## config.mk

```make
export PLATFORM = sky130hd
export DESIGN_NAME = dmem_ctrl
export DESIGN_NICKNAME = d
export VERILOG_FILES = /design/src/rtl/dmem_pkg.sv /design/src/rtl/dmem_lane.sv /design/src/rtl/dmem_ctrl.sv
export SDC_FILE = /design/constraint.sdc
export NUM_CORES = 1
export LEC_CHECK = 0
export ABC_AREA = 1
export CAP_MARGIN = 10
export CORE_UTILIZATION = 35
export CTS_BUF_LIST = sky130_fd_sc_hd__clkbuf_2
export CTS_CLUSTER_SIZE = 40
export DETAILED_ROUTE_END_ITERATION = 12
export PLACE_DENSITY_LB_ADDON = 0.3
export SYNTH_ARGS = -nofsm -noshare
export SYNTH_HDL_FRONTEND = slang
export SYNTH_SLANG_ARGS = --single-unit
export TNS_END_PERCENT = 50
```

## constraint.sdc

```tcl
create_clock -name clk -period 2.6 [get_ports clk]
set_input_delay 0.78 -clock clk [delete_from_list [all_inputs] [get_ports clk]]
set_output_delay 0.78 -clock clk [all_outputs]
set_load 0.02 [all_outputs]
```

## src/rtl/dmem_pkg.sv

```systemverilog
// Shared definitions for the data-memory access controller: access codes,
// FSM state encoding and request classification helpers.
package dmem_pkg;

  localparam logic [3:0] ACC_LW  = 4'd1;
  localparam logic [3:0] ACC_LH  = 4'd2;
  localparam logic [3:0] ACC_LB  = 4'd3;
  localparam logic [3:0] ACC_LHU = 4'd4;
  localparam logic [3:0] ACC_LBU = 4'd5;
  localparam logic [3:0] ACC_SW  = 4'd6;
  localparam logic [3:0] ACC_SH  = 4'd7;
  localparam logic [3:0] ACC_SB  = 4'd8;

  typedef enum logic [2:0] {
    IDLE = 3'd0,
    RD   = 3'd1,
    MRG  = 3'd2,
    WR   = 3'd3,
    RSP  = 3'd4
  } dmem_state_e;

  function automatic logic is_load(input logic [3:0] acc);
    return (acc >= ACC_LW) && (acc <= ACC_LBU);
  endfunction

  function automatic logic is_sub_store(input logic [3:0] acc);
    return (acc == ACC_SH) || (acc == ACC_SB);
  endfunction

  // Word accesses need both low bits clear, half accesses need bit 0 clear.
  function automatic logic is_misaligned(input logic [3:0] acc, input logic [1:0] lo);
    return (((acc == ACC_LW) || (acc == ACC_SW)) && (lo != 2'b00)) ||
           (((acc == ACC_LH) || (acc == ACC_LHU) || (acc == ACC_SH)) && lo[0]);
  endfunction

endpackage

```

## src/rtl/dmem_lane.sv

```systemverilog
// Combinational lane logic: byte/half extraction with sign/zero extension for
// loads, and insertion of the store half/byte into the read word for sh/sb.
module dmem_lane
  import dmem_pkg::*;
(
  input  logic [3:0]  access_i,
  input  logic [1:0]  off_i,
  input  logic [31:0] rdata_i,
  input  logic [15:0] wdata_i,
  output logic [31:0] load_o,
  output logic [31:0] merge_o
);

  logic [7:0]  byte_sel;
  logic [15:0] half_sel;

  always_comb begin
    byte_sel = rdata_i[8*off_i +: 8];
    half_sel = off_i[1] ? rdata_i[31:16] : rdata_i[15:0];

    case (access_i)
      ACC_LH:  load_o = {{16{half_sel[15]}}, half_sel};
      ACC_LHU: load_o = {16'h0000, half_sel};
      ACC_LB:  load_o = {{24{byte_sel[7]}}, byte_sel};
      ACC_LBU: load_o = {24'h000000, byte_sel};
      default: load_o = rdata_i;
    endcase

    merge_o = rdata_i;
    if (access_i == ACC_SH) begin
      if (off_i[1]) merge_o[31:16] = wdata_i;
      else          merge_o[15:0]  = wdata_i;
    end else if (access_i == ACC_SB) begin
      merge_o[8*off_i +: 8] = wdata_i[7:0];
    end
  end

endmodule

```

## src/rtl/dmem_ctrl.sv

```systemverilog
// Multi-cycle load/store sequencer for a single-port synchronous-read memory.
// Optional misalignment checking is enabled by defining DMEM_MISALIGN_CHK_EN.
//
// Handshake: a request transfers on a rising edge where req_valid && req_ready;
// req_ready is high only in IDLE, and the requester holds the request until it
// transfers. resp_valid is a single-cycle pulse with no backpressure.
module dmem_ctrl
  import dmem_pkg::*;
#(
  parameter int ADDR_W = 10
) (
  input  logic              clk,
  input  logic              rst,
  input  logic              req_valid,
  output logic              req_ready,
  input  logic [3:0]        req_access,
  input  logic [31:0]       req_addr,
  input  logic [31:0]       req_wdata,
  output logic              resp_valid,
  output logic [31:0]       resp_rdata,
  output logic              resp_err,
  output logic [ADDR_W-1:0] mem_addr,
  output logic              mem_we,
  output logic [31:0]       mem_wdata,
  input  logic [31:0]       mem_rdata,
  output dmem_state_e       dbg_state
);

  dmem_state_e       state_q, state_d;
  logic [3:0]        access_q, access_d;
  logic [ADDR_W+1:0] addr_q, addr_d;
  logic [31:0]       wbuf_q, wbuf_d;      // store data, then merged word for sh/sb
  logic [31:0]       rdata_q, rdata_d;
  logic              err_q, err_d;

  logic [31:0] lane_load, lane_merge;
  logic        req_mis;
  logic        addr_hi_unused;

  assign addr_hi_unused = ^req_addr[31:ADDR_W+2];

`ifdef DMEM_MISALIGN_CHK_EN
  assign req_mis = is_misaligned(req_access, req_addr[1:0]);
`else
  assign req_mis = 1'b0;
`endif

  dmem_lane u_lane (
    .access_i (access_q),
    .off_i    (addr_q[1:0]),
    .rdata_i  (mem_rdata),
    .wdata_i  (wbuf_q[15:0]),
    .load_o   (lane_load),
    .merge_o  (lane_merge)
  );

  always_ff @(posedge clk) begin
    if (rst) begin
      state_q  <= IDLE;
      access_q <= 4'd0;
      addr_q   <= '0;
      wbuf_q   <= 32'h0;
      rdata_q  <= 32'h0;
      err_q    <= 1'b0;
    end else begin
      state_q  <= state_d;
      access_q <= access_d;
      addr_q   <= addr_d;
      wbuf_q   <= wbuf_d;
      rdata_q  <= rdata_d;
      err_q    <= err_d;
    end
  end

  always_comb begin
    state_d  = state_q;
    access_d = access_q;
    addr_d   = addr_q;
    wbuf_d   = wbuf_q;
    rdata_d  = rdata_q;
    err_d    = err_q;

    case (state_q)
      IDLE: begin
        if (req_valid) begin
          access_d = req_access;
          addr_d   = req_addr[ADDR_W+1:0];
          wbuf_d   = req_wdata;
          rdata_d  = 32'h0;
          err_d    = req_mis;
          if (req_mis)                                       state_d = RSP;
          else if (is_load(req_access) || is_sub_store(req_access)) state_d = RD;
          else if (req_access == ACC_SW)                     state_d = WR;
          else                                               state_d = RSP;
        end
      end
      RD:  state_d = MRG;
      MRG: begin
        if (is_load(access_q)) begin
          rdata_d = lane_load;
          state_d = RSP;
        end else begin
          wbuf_d  = lane_merge;
          state_d = WR;
        end
      end
      WR:      state_d = RSP;
      RSP:     state_d = IDLE;
      default: state_d = IDLE;
    endcase
  end

  assign req_ready  = (state_q == IDLE);
  assign resp_valid = (state_q == RSP);
  assign resp_rdata = rdata_q;
  assign resp_err   = err_q;
  assign mem_addr   = addr_q[ADDR_W+1:2];
  assign mem_we     = (state_q == WR);
  assign mem_wdata  = wbuf_q;
  assign dbg_state  = state_q;

endmodule
```

==> results_dict.tcl, run 1 <==
set metrics [dict create \
    cts_resized 6 \
    crit_buf_inv 1 \
    cts_buffers 9 \
    seq_power_share_pct 40.3 \
    cts.htree.levels 3 \
    avgRoutedWirePerCell_um 16.0 \
    syn2layout_area_growth_pct 33.2 \
    status "complete, no violations" \
    gp_congestion 0.894 \
    finalHoldViolations 0 \
    cts_buffer_depth 2 \
    grt_pass1_wl_um 30200 \
    dp.final_hpwl_um 14900 \
    die_w_um 127 \
    dieArea_um2 16000 \
    hold_depth 2 \
    drtIter0Drc 544 \
    yosys_register_bits 83 \
    crit_family "buffers and inverters" \
    crit_path_max_fanout 4 \
    wl_met1_um 9110 \
    min_period_over_period_pct 95.6 \
    syn_area_um2 5440 \
    grt_pass1_vias 5565 \
    drc_errors 0 \
    grt_max_degree 43 \
    clock_sinks 83 \
    power_frac_comb_pct 43.4 \
    worst_setup_path_start_kind "flop" \
    grt-ovfl-total 0 \
    period_needed_ns 2.49 \
    place_inst 1196 \
    met3_wirelength_um 1250 \
    insertion_delay_ns 0.60 \
    p_sw_share_pct 42.2 \
    io_pins 184 \
    yosysWarnings 0 \
    clockRootBuffer "clkbuf_2" \
    critical_path_cell_count 1 \
    vias 6119 \
    fin_tns_setup_ns 0 \
    ant_nets 0 \
    relSlewSlack_pct 57.7 \
    tightest_slew_ns 0.632 \
    worstPathRequired_ns 1.82 \
    synth_area_leaders "dfxtp_1, nand2_1, nand3_1" \
    power_frac_clock_pct 16.3 \
    switching_power_mw 1.60 \
    max_freq_mhz 402 \
    cp-end-kind "output port" \
    ir_drop_v 0.000230 \
    power_mw 3.80 \
    rr_worst_depth 9 \
    instances_no_fill 1213 \
    fin_nets 1127 \
    start_util_pct 35.8 \
    post-synth-top-count-cell "nand2_1" \
    crit_chain "clkdlybuf4s50_1" \
    synth_edf_count 0 \
    grt_usage_pct 24.3 \
    setup_viol 0 \
    clock_skew_ns 0.0205 \
    core_um2 15200 \
    synthTopCellsByCount "nand2_1, nand3_1, a21oi_1" \
    yosysSeqAreaShare_pct 30.5 \
    synth_nets 989 \
    cap_violations 0 \
    path_class "flop to output port" \
    post_cts_buffers 0 \
    io_buffers 162 \
    rows 45 \
    clk_pin_slew_worst_paths_ns 0.24 \
    ys_types 34 \
    drt_pre_antenna_iters 5 \
    drive_gt1_share_pct 9.47 \
    yosysTopAreaCell "dfxtp_1" \
    finalMaxSlewViolations 0 \
    rsz0062_at_grt "no" \
    slowest_stage "clkdlybuf4s50_1" \
    async_reset_ff_share_pct 0 \
    synthFlopType "dfxtp_1" \
    top_layer_used "met4" \
    wl_um 19400 \
    hold_class "flop to flop" \
    cp.arrival_ns 1.71 \
    synth_top_cell_area_share_pct 30.5 \
    slowest_delay_ns 0.64 \
    p_int_mw 2.19 \
    leakagePower_nw 3.08 \
    antenna_found_initial 1 \
    syn-mean-instance-area_um2 6.17 \
    avgViaCountPerCell 5.04 \
    fillers 1625 \
    syn_inst 881 \
    hold_buffers 0 \
    wl_met2_um 8580 \
    power.density_nw_per_um2 524 \
    cts_tree "done" \
    die_h_um 127 \
]
[routing by layer]
| metal | track usage [%] | vias up |
|---|---|---|
| met5 | 0 | - |
| met4 | 9.10 | 0 |
| met3 | 3.50 | 32 |
| met2 | 38.0 | 250 |
| met1 | 34.0 | 2728 |
| li1 | - | 3109 |
[registers in the layout (all words and copies together) (netlist names)]
name,cells
access_q,4
resp_rdata,32
addr_q,12
mem_wdata,32
dbg_state,3
[per-stage QoR]
| stage | util, % | hold slack, ns | area (µm²) | setup WS (ns) |
|---|---|---|---|---|
| 2_1_floorplan | - | 0.446 | 5440 | 0.476 |
| 3_3_place_gp | 47.1 | 0.453 | 7160 | 0.187 |
| 3_5_place_dp | 47.1 | 0.454 | 7160 | 0.159 |
| 4_1_cts | 47.7 | 0.481 | 7250 | 0.00262 |
| 5_1_grt | 47.7 | 0.499 | 7250 | 0.0174 |
| 6_report | 47.7 | 0.478 | 7250 | 0.115 |
[layout make-up]
| type | count | area [µm²] | area share [%] |
|---|---|---|---|
| multi-input cells | 649 | 3110 | 42.9 |
| repair buffers | 188 | 1810 | 24.9 |
| flip-flops and latches | 83 | 1670 | 23.0 |
| inverters | 88 | 333 | 4.59 |
| well taps | 188 | 235 | 3.25 |
| clock buffers | 10 | 50.0 | 0.691 |
| clock inverters | 6 | 41.3 | 0.570 |
| diodes | 1 | 2.50 | 0.0345 |
[layout by cell type (no fill, tap or decap), types with 2 or more instances in the layout]
cell type,instances
a21oi_1,86
a21oi_2,10
buf_4,26
clkbuf_2,12
clkdlybuf4s50_1,159
clkinv_1,3
clkinvlp_4,2
dfxtp_1,80
dfxtp_2,2
ha_1,5
inv_1,79
inv_2,6
nand2_1,251
nand2_2,5
nand2_4,2
nand3_1,99
nand3_2,3
nand4_1,11
nor2_1,79
nor2_4,11
nor3_1,7
o211ai_1,14
o21ai_0,41
o21bai_1,7
or2_2,12
[path summary, 6_finish.rpt]
| path | startpoint | endpoint | slack (ns) |
|---|---|---|---|
| max | mem_wdata[2]$_SDFFE_PP0P_ | mem_wdata[2] | 0.11 |
| min | resp_rdata[11]$_SDFFE_PP0P_ | resp_rdata[11]$_SDFFE_PP0P_ | 0.48 |
| max reg2reg | access_q[0]$_SDFFE_PP0P_ | mem_wdata[11]$_SDFFE_PP0P_ | 0.52 |
| min reg2reg | resp_rdata[11]$_SDFFE_PP0P_ | resp_rdata[11]$_SDFFE_PP0P_ | 0.48 |
[power groups by stage]
| stage | clock network, mW | registers, mW | logic [mW] |
|---|---|---|---|
| after global placement | 0 | 1.55 | 1.63 |
| final | 0.619 | 1.53 | 1.65 |
| after global routing | 0.685 | 1.55 | 1.80 |
| after CTS | 0.643 | 1.53 | 1.65 |
| after detailed placement | 0 | 1.55 | 1.64 |
| after floorplan | 0 | 1.66 | 0.912 |
[kinds of logic (layout without fill, tap and decap cells)]
logic type	after synthesis	in the layout	synth area share (%)
DFF	83	83	30.5
adders and majority gates	5	5	1.15
xor gates and xnor gates	1	1	0.161
AOI/OAI and AO/OA	159	159	16.3
other	1	2	0.0689
and+or+nand+nor	483	483	39.5
buffers and inverters	149	292	12.3
Note: power is estimated with default switching activity, not from simulation.
==> inputs of run 2 (changes only) <==
Settings changed: CORE_ASPECT_RATIO set to 1.1, SLEW_MARGIN set to 20.
==> run 2 against run 1 <==
- final area increased by 0.41%
- clock skew increased by 0.0070 ns
- register-to-register slack got worse by 0.16 ns
- first-iteration DRC count increased by 16%
- routed wire length decreased by 2.3%
- sequential power about the same
- via count increased by 0.82%
- sequential cell count unchanged
==> results_dict.tcl, run 2 (same netlist as run 1, synthesis figures left out) <==
set metrics [dict create \
    status "complete, no violations" \
    die_h_um 133 \
    fin_nets 1127 \
    die_w_um 121 \
    grt_pass1_vias 5549 \
    worst_setup_path_start_kind "flop" \
    gp_congestion 0.985 \
    finalHoldViolations 0 \
    clockRootBuffer "clkbuf_2" \
    drtIter0Drc 631 \
    placed_cell_area_um2 7180 \
    relSlewSlack_pct 57.9 \
    seq_power_share_pct 40.3 \
    cts_buffer_depth 2 \
    tightest_slew_ns 0.628 \
    clk_pin_slew_worst_paths_ns 0.25 \
    io_pins 184 \
    hold_class "flop to flop" \
    crit_chain "clkdlybuf4s50_1" \
    clock_skew_ns 0.0275 \
    wl_um 18900 \
    cp-end-kind "output port" \
    avgViaCountPerCell 5.05 \
    grt_pass1_wl_um 29400 \
    power.density_nw_per_um2 521 \
    dp.final_hpwl_um 14600 \
    insertion_delay_ns 0.61 \
    grt_usage_pct 23.7 \
    clock_sinks 83 \
    min_period_over_period_pct 96.6 \
    syn2layout_area_growth_pct 33.8 \
    start_util_pct 36.0 \
    dieArea_um2 16000 \
    cts.htree.levels 3 \
    final_cell_mix "nand2_1, clkdlybuf4s50_1, nand3_1" \
    power_frac_clock_pct 16.1 \
    post_cts_buffers 0 \
    place_inst 1204 \
    setup_viol 0 \
    p_int_mw 2.19 \
    leakagePower_nw 3.09 \
    io_buffers 162 \
    avgRoutedWirePerCell_um 15.5 \
    max_freq_mhz 398 \
    drt_pre_antenna_iters 6 \
    crit_family "buffers and inverters" \
    cp.arrival_ns 1.73 \
    finalMaxSlewViolations 0 \
    fin_tns_setup_ns 0 \
    fillers 1562 \
    crit_buf_inv 1 \
    drc_errors 0 \
    ir_drop_v 0.000241 \
    rsz0062_at_grt "no" \
    grt-ovfl-total 0 \
    rows 47 \
    ant_nets 0 \
    p_sw_share_pct 42.2 \
    worstPathRequired_ns 1.82 \
    period_needed_ns 2.51 \
    cts_buffers 9 \
    crit_path_max_fanout 3 \
    cap_violations 0 \
    switching_power_mw 1.60 \
    grt_max_degree 43 \
    slowest_stage "clkdlybuf4s50_1" \
    core_um2 15100 \
    layout_commonest_cell "nand2_1" \
    drive_gt1_share_pct 9.38 \
    slowest_delay_ns 0.66 \
    hold_buffers 0 \
    antenna_found_initial 1 \
    path_class "flop to output port" \
    design_area_um2 7280 \
    hold_ws_ns 0.480 \
    final_core_util_pct 48.1 \
    cts_tree "done" \
    power_frac_comb_pct 43.6 \
    vias 6169 \
    instances_no_fill 1221 \
]
run 2: changes by cell type in the layout (fill, tap and decap cells not counted):
cell / delta
clkinv_2: +2
nor2_2: +1
buf_4: -1
clkinvlp_4: -1
dlygate4sd2_1: +2
nor2_1: -1
clkbuf_2: -3
buf_12: +1
run 2: layout make-up:
type,count,area (µm²),area share [%]
Tap cell,196,245,3.37
Inverter,88,333,4.57
Clock buffer,9,45.0,0.619
Antenna cell,1,2.50,0.0344
Clock inverter,7,43.8,0.602
Multi-Input combinational cell,649,3110,42.8
Timing Repair Buffer,188,1830,25.1
Sequential cell,83,1670,22.9
run 2: timing repair:
action / 4_1_cts / 5_1_grt
setup endpoints to repair: 4 / 1
gates cloned: 0 / 0
gates resized for setup: 6 / 2
run 2: path summary, 6_finish.rpt:
kind	slack, ns	end	start	depth (start not counted)
setup / recovery	0.09	mem_wdata[1]	mem_wdata[1]$_SDFFE_PP0P_	1
hold / removal	0.48	addr_q[7]$_SDFFE_PP0P_	addr_q[7]$_SDFFE_PP0P_	2
setup reg to reg	0.36	mem_wdata[2]$_SDFFE_PP0P_	access_q[0]$_SDFFE_PP0P_	8
hold reg to reg	0.48	addr_q[7]$_SDFFE_PP0P_	addr_q[7]$_SDFFE_PP0P_	2
run 2: power by group through the flow:
stage	Clock (mW)	Sequential, mW	Combinational (mW)
global placement	0	1.55	1.64
floorplan	0	1.66	0.912
detailed placement	0	1.55	1.65
CTS	0.641	1.53	1.65
global route	0.696	1.55	1.80
finish	0.610	1.53	1.65
run 2: through the flow:
| step | setup WS (ns) | power (mW) |
|---|---|---|
| after floorplan | 0.476 | 2.57 |
| after global placement | 0.196 | 3.19 |
| after detailed placement | 0.170 | 3.20 |
| after CTS | 0.0166 | 3.82 |
| after global routing | 0.00876 | 4.05 |
| final | 0.0878 | 3.79 |
run 2: per-layer routing:
layer | global-route usage [%] | wire, µm
met1 | 32.1 | 8540
met2 | 37.2 | 8610
met4 | 10.5 | 500
met5 | 0 | 0
met3 | 3.19 | 1300
